## src/rtl/rbcp_reg_pkg.sv

```systemverilog
// -----------------------------------------------------------------------------
// rbcp_reg_pkg
//   Shared definitions for the RBCP register bank: the size of the decoded
//   address window, the offsets of each register region inside it, and the
//   transaction state encoding.
// -----------------------------------------------------------------------------
package rbcp_reg_pkg;

  // The bank decodes a 32-byte window; the low address bits form the offset.
  localparam int WINDOW_SIZE = 32;
  localparam int OFS_W       = $clog2(WINDOW_SIZE);

  typedef logic [OFS_W-1:0] ofs_t;

  // Upper bounds on the two banked regions so they never overlap the
  // single-byte registers at the top of the window.
  localparam int MAX_CTRL = 16;
  localparam int MAX_STAT = 13;

  // Region and register offsets within the window.
  localparam ofs_t OFS_CTRL  = 5'h00;
  localparam ofs_t OFS_STAT  = 5'h10;
  localparam ofs_t OFS_CNT   = 5'h1D;
  localparam ofs_t OFS_VER   = 5'h1E;
  localparam ofs_t OFS_PULSE = 5'h1F;

  // One transaction walks IDLE -> ACCESS -> ACK -> IDLE.
  typedef enum logic [1:0] {
    IDLE   = 2'd0,
    ACCESS = 2'd1,
    ACK    = 2'd2
  } state_t;

endpackage : rbcp_reg_pkg

```

## src/rtl/rbcp_reg_bank_if.sv

```systemverilog
// -----------------------------------------------------------------------------
// rbcp_reg_bank_if
//   SiTCP RBCP local bus bundle.
//   master : the SiTCP core side (drives ACT/ADDR/WE/WD/RE, receives ACK/RD).
//   slave  : a register bank on the bus (the reverse).
//   Signals:
//     RBCP_ACT   transaction active
//     RBCP_ADDR  32-bit byte address
//     RBCP_WE    single-cycle write strobe
//     RBCP_WD    8-bit write data
//     RBCP_RE    single-cycle read strobe
//     RBCP_ACK   one-cycle access acknowledge
//     RBCP_RD    8-bit read data, valid with RBCP_ACK
// -----------------------------------------------------------------------------
interface rbcp_reg_bank_if;

  logic        RBCP_ACT;
  logic [31:0] RBCP_ADDR;
  logic        RBCP_WE;
  logic [7:0]  RBCP_WD;
  logic        RBCP_RE;
  logic        RBCP_ACK;
  logic [7:0]  RBCP_RD;

  modport master (
    output RBCP_ACT, RBCP_ADDR, RBCP_WE, RBCP_WD, RBCP_RE,
    input  RBCP_ACK, RBCP_RD
  );

  modport slave (
    input  RBCP_ACT, RBCP_ADDR, RBCP_WE, RBCP_WD, RBCP_RE,
    output RBCP_ACK, RBCP_RD
  );

endinterface : rbcp_reg_bank_if

```

## src/rtl/rbcp_reg_bank.sv

```systemverilog
// -----------------------------------------------------------------------------
// rbcp_reg_bank
//   Byte-wide control/status register bank on the SiTCP RBCP local bus.
//   Decodes a 32-byte window at BASE_ADDR and answers every in-window access
//   with a one-cycle RBCP_ACK exactly two cycles after the strobe. Accesses
//   outside the window are left alone so other slaves can share the bus.
//
//   Window map (offset = address - BASE_ADDR):
//     0x00-0x0F  control bytes, R/W (offsets >= NUM_CTRL read 0, ignore writes)
//     0x10-0x1C  status bytes, RO   (offsets >= 0x10+NUM_STAT read 0)
//     0x1D       access counter, RO (+1 per acknowledged access, wraps)
//     0x1E       VERSION, RO
//     0x1F       pulse register, write-only, reads 0
//
//   Ports:
//     USRCLK     sole clock
//     RST        asynchronous active-high reset
//     rbcp       RBCP bus, slave side
//     CTRL_OUT   control bytes, byte k at bits [8k+7:8k] = offset k
//     STATUS_IN  status bytes, byte k = offset 0x10+k, synchronous to USRCLK
//     PULSE_OUT  command bits, equal to the written byte during the ACK cycle
//
//   All outputs come straight from registers.
// -----------------------------------------------------------------------------
module rbcp_reg_bank
  import rbcp_reg_pkg::*;
#(
  parameter logic [31:0]           BASE_ADDR = 32'h0000_0000,
  parameter int                    NUM_CTRL  = 8,
  parameter int                    NUM_STAT  = 4,
  parameter logic [8*NUM_CTRL-1:0] CTRL_INIT = '0,
  parameter logic [7:0]            VERSION   = 8'h01
) (
  input  logic                    USRCLK,
  input  logic                    RST,
  rbcp_reg_bank_if.slave          rbcp,
  output logic [8*NUM_CTRL-1:0]   CTRL_OUT,
  input  logic [8*NUM_STAT-1:0]   STATUS_IN,
  output logic [7:0]              PULSE_OUT
);

  // ---------------------------------------------------------------------------
  // State and registers
  // ---------------------------------------------------------------------------
  state_t                  state_q, state_d;

  ofs_t                    ofs_q;     // offset latched at the strobe
  logic [7:0]              wd_q;      // write data latched at the strobe
  logic                    wr_q;      // 1 = write, 0 = read

  logic [8*NUM_CTRL-1:0]   ctrl_q;
  logic [7:0]              cnt_q;
  logic [7:0]              rd_q;
  logic [7:0]              pulse_q;
  logic                    ack_q;

  // ---------------------------------------------------------------------------
  // Decode
  // ---------------------------------------------------------------------------
  logic in_window;
  logic strobe;
  logic accept;     // latch a new transaction this cycle
  logic complete;   // ACCESS finishing with ACT still high

  assign in_window = (rbcp.RBCP_ADDR[31:OFS_W] == BASE_ADDR[31:OFS_W]);
  assign strobe    = rbcp.RBCP_WE | rbcp.RBCP_RE;

  // ---------------------------------------------------------------------------
  // FSM: state register
  // ---------------------------------------------------------------------------
  always_ff @(posedge USRCLK or posedge RST) begin
    // NOTE: sequential state uses non-blocking assignments so every register
    // samples the pre-edge values, independent of statement order.
    if (RST) begin
      state_q <= IDLE;
    end else begin
      state_q <= state_d;
    end
  end

  // ---------------------------------------------------------------------------
  // FSM: next state and control strobes
  // ---------------------------------------------------------------------------
  always_comb begin
    // NOTE: every output of this block gets a default first, so no path
    // through the case can leave one unassigned and infer a latch.
    state_d  = state_q;
    accept   = 1'b0;
    complete = 1'b0;

    unique case (state_q)
      IDLE: begin
        // Out-of-window strobes are not ours: no state change, no side effects.
        if (rbcp.RBCP_ACT && strobe && in_window) begin
          accept  = 1'b1;
          state_d = ACCESS;
        end
      end
      ACCESS: begin
        // Dropping ACT here aborts the transaction before anything commits.
        if (rbcp.RBCP_ACT) begin
          complete = 1'b1;
          state_d  = ACK;
        end else begin
          state_d  = IDLE;
        end
      end
      ACK: begin
        state_d = IDLE;
      end
      default: begin
        state_d = IDLE;
      end
    endcase
  end

  // ---------------------------------------------------------------------------
  // Read mux, evaluated on the latched offset during ACCESS. STATUS_IN is
  // therefore sampled on the ACCESS -> ACK edge.
  // ---------------------------------------------------------------------------
  logic [7:0] rd_sel;

  always_comb begin
    rd_sel = 8'h00;
    for (int k = 0; k < NUM_CTRL; k++) begin
      if (ofs_q == ofs_t'(int'(OFS_CTRL) + k)) begin
        rd_sel = ctrl_q[8*k +: 8];
      end
    end
    for (int k = 0; k < NUM_STAT; k++) begin
      if (ofs_q == ofs_t'(int'(OFS_STAT) + k)) begin
        rd_sel = STATUS_IN[8*k +: 8];
      end
    end
    if (ofs_q == OFS_CNT) begin
      rd_sel = cnt_q;
    end
    if (ofs_q == OFS_VER) begin
      rd_sel = VERSION;
    end
  end

  // ---------------------------------------------------------------------------
  // Datapath registers
  // ---------------------------------------------------------------------------
  always_ff @(posedge USRCLK or posedge RST) begin
    // NOTE: every register here is reset, including the transaction latches,
    // so a reset mid-transaction leaves no stale offset or data behind.
    if (RST) begin
      ofs_q   <= '0;
      wd_q    <= '0;
      wr_q    <= 1'b0;
      ctrl_q  <= CTRL_INIT;
      cnt_q   <= '0;
      rd_q    <= '0;
      pulse_q <= '0;
      ack_q   <= 1'b0;
    end else begin
      if (accept) begin
        ofs_q <= rbcp.RBCP_ADDR[OFS_W-1:0];
        wd_q  <= rbcp.RBCP_WD;
        // A simultaneous WE and RE is handled as a write.
        wr_q  <= rbcp.RBCP_WE;
      end

      // ACK, RD and PULSE are all live only for the single ACK cycle.
      ack_q <= complete;

      if (complete) begin
        if (wr_q) begin
          for (int k = 0; k < NUM_CTRL; k++) begin
            if (ofs_q == ofs_t'(int'(OFS_CTRL) + k)) begin
              ctrl_q[8*k +: 8] <= wd_q;
            end
          end
          pulse_q <= (ofs_q == OFS_PULSE) ? wd_q : 8'h00;
          rd_q    <= 8'h00;
        end else begin
          pulse_q <= 8'h00;
          rd_q    <= rd_sel;
        end
      end else begin
        pulse_q <= 8'h00;
        rd_q    <= 8'h00;
      end

      // Counting on the ACK exit edge means a read of the counter returns the
      // count before its own access.
      if (state_q == ACK) begin
        cnt_q <= cnt_q + 8'd1;
      end
    end
  end

  // ---------------------------------------------------------------------------
  // Outputs
  // ---------------------------------------------------------------------------
  assign rbcp.RBCP_ACK = ack_q;
  assign rbcp.RBCP_RD  = rd_q;
  assign CTRL_OUT      = ctrl_q;
  assign PULSE_OUT     = pulse_q;

endmodule : rbcp_reg_bank

```

## src/flat_wrapper.sv

```systemverilog
// flat-port wrapper written by rule: the top's interface ports become plain ports
module rbcp_reg_bank_flat import rbcp_reg_pkg::*;
#(
  parameter logic [31:0]           BASE_ADDR = 32'h0000_0000,
  parameter int                    NUM_CTRL  = 8,
  parameter int                    NUM_STAT  = 4,
  parameter logic [8*NUM_CTRL-1:0] CTRL_INIT = '0,
  parameter logic [7:0]            VERSION   = 8'h01
)
  (USRCLK, RST, CTRL_OUT, STATUS_IN, PULSE_OUT, rbcp_RBCP_ACT, rbcp_RBCP_ADDR, rbcp_RBCP_WE, rbcp_RBCP_WD, rbcp_RBCP_RE, rbcp_RBCP_ACK, rbcp_RBCP_RD);
  rbcp_reg_bank_if rbcp_i ();
  input  logic USRCLK;
  input  logic RST;
  output logic [8*NUM_CTRL-1:0] CTRL_OUT;
  input  logic [8*NUM_STAT-1:0] STATUS_IN;
  output logic [7:0] PULSE_OUT;
  input wire logic [$bits(rbcp_i.RBCP_ACT)-1:0] rbcp_RBCP_ACT;
  input wire logic [$bits(rbcp_i.RBCP_ADDR)-1:0] rbcp_RBCP_ADDR;
  input wire logic [$bits(rbcp_i.RBCP_WE)-1:0] rbcp_RBCP_WE;
  input wire logic [$bits(rbcp_i.RBCP_WD)-1:0] rbcp_RBCP_WD;
  input wire logic [$bits(rbcp_i.RBCP_RE)-1:0] rbcp_RBCP_RE;
  output wire logic [$bits(rbcp_i.RBCP_ACK)-1:0] rbcp_RBCP_ACK;
  output wire logic [$bits(rbcp_i.RBCP_RD)-1:0] rbcp_RBCP_RD;
  assign rbcp_i.RBCP_ACT = rbcp_RBCP_ACT;
  assign rbcp_i.RBCP_ADDR = rbcp_RBCP_ADDR;
  assign rbcp_i.RBCP_WE = rbcp_RBCP_WE;
  assign rbcp_i.RBCP_WD = rbcp_RBCP_WD;
  assign rbcp_i.RBCP_RE = rbcp_RBCP_RE;
  assign rbcp_RBCP_ACK = rbcp_i.RBCP_ACK;
  assign rbcp_RBCP_RD = rbcp_i.RBCP_RD;
  rbcp_reg_bank #(.BASE_ADDR(BASE_ADDR), .NUM_CTRL(NUM_CTRL), .NUM_STAT(NUM_STAT), .CTRL_INIT(CTRL_INIT), .VERSION(VERSION)) u_core (.USRCLK(USRCLK), .RST(RST), .rbcp(rbcp_i), .CTRL_OUT(CTRL_OUT), .STATUS_IN(STATUS_IN), .PULSE_OUT(PULSE_OUT));
endmodule
```

## config.mk

```make
export PLATFORM = sky130hd
export DESIGN_NAME = rbcp_reg_bank_flat
export DESIGN_NICKNAME = d
export VERILOG_FILES = /design/src/rtl/rbcp_reg_pkg.sv /design/src/rtl/rbcp_reg_bank_if.sv /design/src/rtl/rbcp_reg_bank.sv /design/src/flat_wrapper.sv
export SDC_FILE = /design/constraint.sdc
export NUM_CORES = 1
export LEC_CHECK = 0
export ABC_AREA = 1
export BUFFER_PORTS_ARGS = -buffer_cell sky130_fd_sc_hd__buf_4
export CAP_MARGIN = 20
export CORE_MARGIN = 10
export CORE_UTILIZATION = 46
export CTS_CLUSTER_DIAMETER = 40
export DETAILED_ROUTE_END_ITERATION = 7
export PLACE_DENSITY_LB_ADDON = 0.05
export SYNTH_ARGS = -nofsm -noshare
export SYNTH_HDL_FRONTEND = slang
export SYNTH_SLANG_ARGS = --single-unit
```

## constraint.sdc

```tcl
create_clock -name USRCLK -period 2.7 [get_ports USRCLK]
set_input_delay 0.135 -clock USRCLK [delete_from_list [all_inputs] [get_ports USRCLK]]
set_output_delay 0.135 -clock USRCLK [all_outputs]
set_load 0.05 [all_outputs]
```

---- Word level (Yosys, flattened, before mapping) ----
Cells that the tools add are included.
W data, S select, Z words.
storage, ports and cells
  register bits after elaboration ......... 105
  output and inout port bits .............. 81
  word-level logic and storage cells ...... 74
operators by class
  $add $sub $neg .......................... 1
  eq/ne operators ......................... 17
  multiplexer cells ....................... 26
  bitwise operators ....................... 1
  reductions and logical operators ........ 13
operators by type and width
  cell                   count
  $mux W8                19
  $eq A5 B5 Y1 const B   7
  $logic_not A27 Y1      1
  $reduce_and A3 Y1      8
  $eq A5 B3 Y1 const B   4
  $eq A5 B2 Y1 const B   2
  $add A8 B1 Y8 const B  1
  $eq A5 B1 Y1 const B   1
  $logic_not A5 Y1       1
  $mux W1                4
  $mux W2                2
  $pmux W2 S2            1
  $eq A2 B1 Y1 const B   1
  $eq A2 B2 Y1 const B   1
  $logic_and A1 B1 Y1    2
  $logic_not A2 Y1       1
  $ne A2 B1 Y1 const B   1
  $or A1 B1 Y1           1

---- Longest topological paths before layout ----
Gate-level depths: netlist (run 1).
  depth in word-level cells ............... 17
  mapped depth ............................ 13
  mapped depth without buffers ............ 13

---- Least setup slack after synthesis (run 1) ----
No wires, ideal clock.
  path type ............................... register -> register
  start point ............................. reg u_core.state_q[1]
  end point ............................... reg u_core.ctrl_q[10] (netlist: u_core.CTRL_OUT[10])
  library setup time ...................... 0.125 ns
  data arrival time ....................... 1.566 ns
  data required time ...................... 2.575 ns
  slack ................................... 1.010 ns
  stages on the path, launching flop included .. 8
  buffers on the path ..................... 1
  period minus slack after synthesis ...... 1.690 ns
  cells stage by stage .................... dfrtp_1 inv_1 nand3_1 nor2_1 inv_2 buf_2 nor2_4 mux2_2
on the way
  cells in the longest elaborated chain, start to end .. 3
RTL lines
  what                            RTL line              source
  start: declaration              rbcp_reg_bank.sv:45   state_t state_q, state_d;
  start signal: assignment        rbcp_reg_bank.sv:77   state_q <= state_d;
  $eq A2 B1 Y1                    rbcp_reg_bank.sv:91   unique case (state_q)
  $mux W1                         rbcp_reg_bank.sv:91
  $reduce_and A3 Y1 (no line)     n/a
  end signal: indexed assignment  rbcp_reg_bank.sv:173  ctrl_q[8*k +: 8] <= wd_q;
  end: declaration                rbcp_reg_bank.sv:51   logic [8*NUM_CTRL-1:0] ctrl_q;
Every way passes these cells.
A chain may end at the register's enable or synchronous reset.

---- Worst setup path after layout (run 1) ----
  start point ............................. reg u_core.ofs_q[4]
  end point ............................... reg u_core.ctrl_q[41] (netlist: u_core.CTRL_OUT[41])
on the way
  cells in the longest elaborated chain, start to end .. 2
RTL lines
  what                         RTL line              source
  start: declaration           rbcp_reg_bank.sv:47   ofs_t ofs_q;
  start signal: assignment     rbcp_reg_bank.sv:160  ofs_q <= rbcp.RBCP_ADDR[OFS_W-1:0];
  $eq A5 B3 Y1                 rbcp_reg_bank.sv:172  if (ofs_q == ofs_t'(int'(OFS_CTRL) + k)) begin
  $reduce_and A3 Y1 (no line)  n/a
Every way passes these cells.

==> out/summary.log, run 1 <==
qor: status.run_status complete, no violations
qor: route.drt_pre_antenna_iters 5
qor: die.row_count 37
qor: route.route.antenna.remaining_nets 0
qor: timing.fin_crit_sh 81.4%
qor: setup_path.critPathKind reg -> reg
qor: logic_synthesis.async_flop_share 100%
qor: final_layout.final_layout_size_suffix_gt1_share 28.8%
qor: logic_synthesis.yosys_register_bits 105
qor: die.core_area 10,400 µm²
qor: timing.fin_ws 501 ps
qor: final_layout.number_of_nets_at_the_end_of_the_flow 840
qor: timing.post-route-min-period 2200 ps
qor: final_layout.diodes 0
qor: power_and_ir_drop.total_power 2.60 mW
qor: die.die_width 124 µm
qor: clock_network.tritoncts.num_buffers 9
qor: logic_synthesis.synth_warn 0
qor: die.dieHeight 124 µm
qor: setup_path.r2r_end u_core.CTRL_OUT[41]
qor: route.detail_route.iter0.violations 262
qor: die.dieArea 15,300 µm²
qor: timing.unrepaired_setup_endpoints_after_global_routing no
qor: clock_network.cts_buffer_depth 2
qor: final_layout.final_util 63.6%
qor: route.detail_route.wirelength 15,600 µm
qor: logic_synthesis.netlist_top_cells_count nand2_1, dfrtp_1, inv_1
qor: final_layout.fillers 934
qor: die.floorplan.io_pins 158
qor: timing.worst-slew-pin-transition 674 ps
qor: placed_design.placed_cells 872
qor: placed_design.hpwlAfterDp 12,400 µm
qor: setup_path.critical-path-top-cell-by-count nand2_1
qor: logic_synthesis.mappedNetlistNets 664
qor: route.detail_route.drc_violations 0
qor: logic_synthesis.syn-cell-area 4960 µm²
qor: logic_synthesis.synth_edf_count 0
qor: timing.worst_case_clock_skew 11.7 ps
qor: setup_path.worst_setup_path_start_kind flip-flop
qor: clock_network.clkSlewWorstSetupHoldPaths 100 ps
qor: setup_path.worst_path_dominant_cell_family simple AND/OR/NAND/NOR gates
qor: route.route.detailed.vias_per_inst 5.08
qor: timing.slew_violations 0
qor: logic_synthesis.postSynthCellCount 586
qor: final_layout.area.growth.synth_to_final 33.5%
qor: placed_design.post_dp_cell_area 6300 µm²
qor: timing.timing.final.setup_violations 0
qor: logic_synthesis.synth_top_flop_cell dfrtp_1
qor: placed_design.finalWeightedCongestion 0.911
qor: clock_network.tritoncts built
qor: setup_path.worst_setup_path_end_kind flip-flop
qor: hold_path.holdCritPathClass in -> reg
qor: setup_path.reg2reg_from u_core.ofs_q[4]
qor: route.detail_routed_net_length_per_standard_cell 17.2 µm
qor: logic_synthesis.post_synth.cell_area_avg 8.46 µm²
qor: clock_network.cts_repair_resize_count 0
qor: setup_path.critical_path_peak_fanout 19
qor: clock_network.clock_tree.root_cell clkbuf_8
qor: logic_synthesis.synth.largest_area_cell dfrtp_1
qor: final_layout.postLayoutCellArea 6620 µm²
qor: timing.hold_viol_final 0
qor: clock_network.post_cts.repair.setup_buffers 0
qor: logic_synthesis.ys_seq_area_share 53.0%
qor: power_and_ir_drop.p_leak 3.42 nW
qor: timing.worst_slew_margin_rel 55.0%
qor: setup_path.worst-r2r-cell-count 6
qor: final_layout.layout.cells.non_filler 903
qor: clock_network.tritoncts_sink_count 105
qor: placed_design.preCtsSetupSlack 524 ps
qor: setup_path.cp_data_required_time 2950 ps
qor: global_route.grt_pass1_wl 24,800 µm
qor: setup_path.worst_ep_arrival_time 2450 ps
qor: die.initial_core_util 47.6%
qor: logic_synthesis.synth.area.top_cells dfrtp_1, nand2_1, inv_1
qor: logic_synthesis.synthDominantCellAreaShare 53.0%
qor: global_route.overflow 0
qor: setup_path.slowest_cell_on_the_critical_path nor2_2
qor: clock_network.clk_latency 370 ps
qor: clock_network.h_tree_depth 3
qor: setup_path.critical_path.n_buffers_inverters 1
qor: global_route.grt_antenna_before_repair 0
qor: logic_synthesis.netlist-cell-type-count 31
qor: setup_path.r2r_setup_slack 500 ps
qor: global_route.first_global_vias 4,761
qor: timing.highest_clock_frequency_the_design_can_meet 455 MHz
qor: timing.worst_hold_slack 63.2 ps
qor: global_route.grtUsageTotal 20.6%
qor: power_and_ir_drop.power-per-cell-area 393 nW/µm²
qor: timing.setup_total_negative_slack 0 ps
qor: hold_path.holdPathStages 5
qor: logic_synthesis.yosys.cell_count.top_type nand2_1
qor: power_and_ir_drop.power.ir.vdd_worst 0.000405 V
qor: run.cap_violations 0
qor: setup_path.path_cells inv_2, nand3_2, nor2_2, nand2_1, nand2_1, o21ai_0
qor: hold_path.hold_end u_core.rbcp.RBCP_RD[1]
qor: placed_design.io_buffers 157
qor: setup_path.critical-path-max-stage-delay 470 ps
qor: route.vias 4,588
qor: global_route.maximum_number_of_pins_on_one_net_before_global_route_repair 44
qor: hold_path.worst_hold_launch STATUS_IN[17]
[cell families after synthesis]
family                   share of synthesized area [%]
AO/OA/AOI/OAI                                     9.51
flip-flops                                        53.0
adder cells (fa/ha/maj)                          0.252
buffers and inverters                             7.04
multiplexers                                      3.18
AND/OR/NAND/NOR                                   25.8
XOR/XNOR                                          1.24
[layout make-up]
type	instances	area (µm²)	area share, %
Clock buffer	10	128	1.93
Clock inverter	6	42.5	0.642
Inverter	73	278	4.19
Multi-Input combinational cell	394	1980	29.9
Sequential cell	105	2630	39.7
Tap cell	136	170	2.57
Timing Repair Buffer	179	1390	21.0
[worst reg2reg max path, cell delays in order, from the launching register on]
cell,delay (ps)
dfrtp_1,460
inv_2,310
nand3_2,200
nor2_2,470
nand2_1,400
nand2_1,150
o21ai_0,90
[what timing repair did]
action | in CTS | in global routing
endpoints found under the hold margin | 42 | 0
hold buffers | 15 | 0
setup endpoints to repair | 0 | 0
[flip-flops by register name, indices dropped and copies added (netlist names)]
signal,cells
u_core.CTRL_OUT,64
u_core.PULSE_OUT,8
u_core.cnt_q,8
u_core.rbcp.RBCP_RD,8
u_core.wd_q,8
u_core.ofs_q,5
u_core.state_q,2
u_core.rbcp.RBCP_ACK,1
u_core.wr_q,1
[layout by cell type, fill, tap and decap left out, types with 11 or more instances in the layout]
cell type        n
a21oi_1         22
buf_4          163
dfrtp_1        105
dlygate4sd3_1   15
inv_1           62
mux2_2          11
nand2_1        168
nand3_1         24
nand4_1         18
nor2_1          22
nor3_1          11
o21ai_0         43
o21ai_1         28
[worst max path at each step]
stage                       from  slack (ps)                     end  cells past startpoint
3_5_place_dp     u_core.ofs_q[4]         520     u_core.CTRL_OUT[40]                      5
4_1_cts          u_core.ofs_q[4]         520     u_core.CTRL_OUT[44]                      6
5_1_grt          u_core.ofs_q[4]         270     u_core.CTRL_OUT[41]                      6
3_3_place_gp     u_core.ofs_q[4]         660  u_core.rbcp.RBCP_RD[1]                     13
6_report         u_core.ofs_q[4]         500     u_core.CTRL_OUT[41]                      6
2_1_floorplan  u_core.state_q[1]        1010     u_core.CTRL_OUT[10]                      7
[per-layer routing]
layer  GRT usage (%)  wire (µm)  vias to the layer above
li1                -          -                     2250
met4            3.93         91                        0
met1            27.3       6810                     2152
met5               0          0                        -
met2            32.6       7130                      179
met3            6.43       1530                        7
[power breakdown]
group	leakage, nW	switching (mW)	internal (mW)
registers	1.36	0.000000122	1.57
logic	1.97	0.0526	0.0896
clock network	0.0831	0.548	0.339
No activity file was read; power rests on OpenSTA's default activity.
==> inputs of run 2 (changes only) <==
ABC_AREA = 0   (was 1)
clock period = 2 ns   (was 2.7 ns; I/O delays follow)
==> out/summary.log, run 2 <==
qor: final_layout.fillers 928 [-0.64%]
qor: route.route.antenna.remaining_nets 0 [unchanged]
qor: logic_synthesis.async_flop_share 100% [unchanged]
qor: clock_network.clock_tree.root_cell clkbuf_16
qor: logic_synthesis.netlist-cell-type-count 61 [+97%]
qor: clock_network.tritoncts built
qor: setup_path.critical_path_peak_fanout 17 [-2]
qor: logic_synthesis.synth_compound_area_share 12.4% [+2.9 points]
qor: global_route.grt_antenna_before_repair 0 [unchanged]
qor: logic_synthesis.postSynthCellCount 467 [-20%]
qor: global_route.grt_pass1_wl 29,000 µm [+17%]
qor: logic_synthesis.post_synth.cell_area_avg 11.3 µm² [+34%]
qor: final_layout.most-common-layout-cells buf_4, dfrtp_1, mux2_2
qor: logic_synthesis.ys_seq_area_share 49.6% [-3.4 points]
qor: setup_path.worst_path_dominant_cell_family compound AO/OA/AOI/OAI gates
qor: timing.slew_violations 0 [unchanged]
qor: final_layout.layout.cells.non_filler 820 [-9.2%]
qor: placed_design.io_buffers 157 [unchanged]
qor: logic_synthesis.synth.largest_area_cell dfrtp_1
qor: logic_synthesis.netlist_top_cells_count dfrtp_1, mux2_2, o21ai_0
qor: die.floorplan.io_pins 158 [unchanged]
qor: timing.post-route-min-period 1910 ps [-292 ps]
qor: power_and_ir_drop.internal_power 3.12 mW [+56%]
qor: die.core_area 11,400 µm² [+9.2%]
qor: logic_synthesis.yosys-mux-area-fraction 18.5% [+15 points]
qor: logic_synthesis.post_synthesis_adder_cell_area_fraction 0.236% [-0.016 points]
qor: route.drt_pre_antenna_iters 5 [unchanged]
qor: timing.worst_slew_margin_rel 63.2% [+8.3 points]
qor: placed_design.hpwlAfterDp 14,800 µm [+19%]
qor: route.detail_route.wirelength 19,000 µm [+22%]
qor: route.route.detailed.vias_per_inst 5.78 [+14%]
qor: global_route.first_global_vias 5,029 [+5.6%]
qor: clock_network.cts_buffer_depth 2 [unchanged]
qor: setup_path.worst_ep_arrival_time 2140 ps [-310 ps]
qor: setup_path.slowest_cell_on_the_critical_path dfrtp_2
qor: global_route.overflow 0 [unchanged]
qor: timing.unrepaired_setup_endpoints_after_global_routing no
qor: power_and_ir_drop.share_seq_of_total_power 52.3% [-8.1 points]
qor: clock_network.clkSlewWorstSetupHoldPaths 70 ps [-30 ps]
qor: setup_path.cp_data_required_time 2240 ps [-710 ps]
qor: logic_synthesis.largest_family_of_logic_cells_by_synthesized_area multiplexers
qor: power_and_ir_drop.comb_power_share 5.0% [-0.5 points]
qor: die.initial_core_util 46.6% [-1.0 points]
qor: logic_synthesis.yosys.cell_count.top_type dfrtp_1
qor: power_and_ir_drop.power.share.switching 23.0% [-0.055 points]
qor: global_route.maximum_number_of_pins_on_one_net_before_global_route_repair 43 [-2.3%]
qor: timing.highest_clock_frequency_the_design_can_meet 524 MHz [+15%]
qor: logic_synthesis.synth_warn 0 [unchanged]
qor: logic_synthesis.mappedNetlistNets 545 [-18%]
qor: logic_synthesis.syn-cell-area 5300 µm² [+6.9%]
qor: setup_path.critPathKind reg -> reg
qor: hold_path.holdCritPathClass in -> reg
qor: logic_synthesis.synth_top_flop_cell dfrtp_1
qor: global_route.grtUsageTotal 23.1% [+2.5 points]
qor: power_and_ir_drop.net_switching 0.934 mW [+56%]
qor: timing.fin_ws 92.8 ps [-408 ps]
qor: power_and_ir_drop.p_leak 3.80 nW [+11%]
qor: setup_path.worst_setup_path_start_kind flip-flop
qor: final_layout.postLayoutCellArea 7480 µm² [+13%]
qor: logic_synthesis.yosys_register_bits 105 [unchanged]
qor: setup_path.worst_setup_path_end_kind flip-flop
qor: die.dieHeight 127 µm [+2.8%]
qor: timing.worst-slew-pin-transition 550 ps [-124 ps]
qor: die.dieArea 16,200 µm² [+5.7%]
qor: clock_network.h_tree_depth 3 [unchanged]
qor: timing.worst_case_clock_skew 6.43 ps [-5.27 ps]
qor: logic_synthesis.synth_edf_count 0 [unchanged]
qor: timing.timing.final.setup_violations 0 [unchanged]
qor: placed_design.post_dp_cell_area 7000 µm² [+11%]
qor: final_layout.area.growth.synth_to_final 41.2%
qor: final_layout.number_of_nets_at_the_end_of_the_flow 750 [-11%]
qor: final_layout.final_layout_size_suffix_gt1_share 49.2% [+20 points]
qor: setup_path.path_cells buf_6, nor4b_2, buf_4, o21a_1, o32a_1, o31ai_2, a21boi_0
qor: power_and_ir_drop.power-per-cell-area 542 nW/µm² [+38%]
qor: setup_path.critical_path.n_buffers_inverters 2 [+1]
qor: final_layout.diodes 0 [unchanged]
qor: logic_synthesis.synthDominantCellAreaShare 49.6% [-3.4 points]
qor: logic_synthesis.post_synth_xor_area_fraction 1.16% [-0.079 points]
qor: die.row_count 39 [+5.4%]
qor: final_layout.number_of_flip_flops_in_the_largest_register 64 [unchanged]
qor: route.vias 4,739 [+3.3%]
qor: run.cap_violations 0 [unchanged]
qor: logic_synthesis.post_synth_and_or_nand_nor_area_fraction 14.5% [-11 points]
qor: route.detail_route.drc_violations 0 [unchanged]
qor: clock_network.post_cts.repair.setup_buffers 0 [unchanged]
qor: timing.fin_crit_sh 95.4% [+14 points]
qor: clock_network.clk_latency 360 ps [about the same]
qor: setup_path.critical-path-max-stage-delay 450 ps [-20 ps]
qor: placed_design.placed_cells 789 [-9.5%]
qor: clock_network.tritoncts.num_buffers 9 [unchanged]
qor: timing.worst_hold_slack 76.4 ps [+13.2 ps]
qor: clock_network.tritoncts_sink_count 105 [unchanged]
qor: placed_design.preCtsSetupSlack -60.7 ps [-585 ps]
qor: power_and_ir_drop.clock_power_share 42.7% [+8.6 points]
qor: route.detail_route.iter0.violations 360 [+37%]
qor: route.detail_routed_net_length_per_standard_cell 23.1 µm [+34%]
qor: status.run_status complete, no violations
qor: final_layout.most_common_library_cell_in_the_layout_ignoring_fill_and_taps buf_4
qor: logic_synthesis.synth.area.top_cells dfrtp_1, mux2_2, o21ai_0
qor: power_and_ir_drop.power.ir.vdd_worst 0.000653 V [+61%]
qor: die.die_width 127 µm [+2.8%]
qor: timing.hold_viol_final 0 [unchanged]
qor: placed_design.finalWeightedCongestion 0.983 [+8.0%]
## run 2: cell count changes in the layout (fill, tap and decap cells not counted), moves of 13 or more
cell	before	now
o21ai_1	28	1
o21ai_0	43	27
buf_4	163	204
nand2_1	168	23
nand4_1	18	5
mux2_2	11	77
inv_1	62	6
## run 2: timing repair
action	in CTS	in global routing
hold buffers	15	0
hold endpoints to repair	32	0
endpoints found under the setup margin	3	15
pin swaps	1	1
resized for setup	3	11
## run 2: power groups by stage
stage          combinational [mW]  sequential, mW  clock, mW
4_1_cts                     0.209            2.12       1.78
5_1_grt                     0.223            2.12       1.84
2_1_floorplan              0.0385            2.16          0
3_3_place_gp                0.182            2.16          0
3_5_place_dp                0.184            2.16          0
6_report                    0.204            2.12       1.73
## run 2: cell families after synthesis
| group | Yosys count |
|---|---|
| XOR/XNOR | 7 |
| AO/OA/AOI/OAI | 95 |
| adder cells (fa/ha/maj) | 1 |
| buffers and inverters | 40 |
| flip-flops | 105 |
| multiplexers | 86 |
| AND/OR/NAND/NOR | 133 |
## run 2: metal layers
| layer | part of all wire [%] | routed length [µm] | vias to the layer above | track usage, % |
|---|---|---|---|---|
| li1 | - | - | 2139 | - |
| met1 | 41 | 7860 | 2370 | 29.1 |
| met2 | 48 | 9100 | 201 | 37.1 |
| met3 | 8.4 | 1600 | 29 | 6.66 |
| met4 | 2.2 | 421 | 0 | 7.97 |
| met5 | 0 | 0 | - | 0 |
## run 2: final timing paths
kind                                 start                     end  slack [ps]  cells after the start
setup / recovery           u_core.ofs_q[1]  u_core.rbcp.RBCP_RD[5]          90                      7
hold / removal               STATUS_IN[29]  u_core.rbcp.RBCP_RD[5]          80                      3
setup reg to reg           u_core.ofs_q[1]  u_core.rbcp.RBCP_RD[5]          90                      7
hold reg to reg            u_core.cnt_q[3]         u_core.cnt_q[3]         520                      1
max in group asynchronous              RST         u_core.cnt_q[1]        1060                      4
min in group asynchronous              RST          u_core.wd_q[6]         340                      3
## run 2: cell type report
cell class / instances / area, µm² / share of cell area, %
Tap cell: 143 / 179 / 2.39
Clock inverter: 6 / 61.3 / 0.819
Timing Repair Buffer: 227 / 1830 / 24.5
Clock buffer: 10 / 229 / 3.06
Inverter: 7 / 30.0 / 0.401
Multi-Input combinational cell: 322 / 2520 / 33.7
Sequential cell: 105 / 2630 / 35.2
## run 2: worst min-delay path, delay by kind of cell
kind	cells	cell delay, ps
AO/OA/AOI/OAI	2	200
buffers and inverters	1	80
## run 2: stage by stage
step,util [%],TNS (ps),power (mW)
5_1_grt,65.8,0,4.18
4_1_cts,65.5,0,4.11
6_report,65.8,0,4.06
2_1_floorplan,-,0,2.20
3_3_place_gp,61.5,-91.6,2.34
3_5_place_dp,61.5,-154,2.35
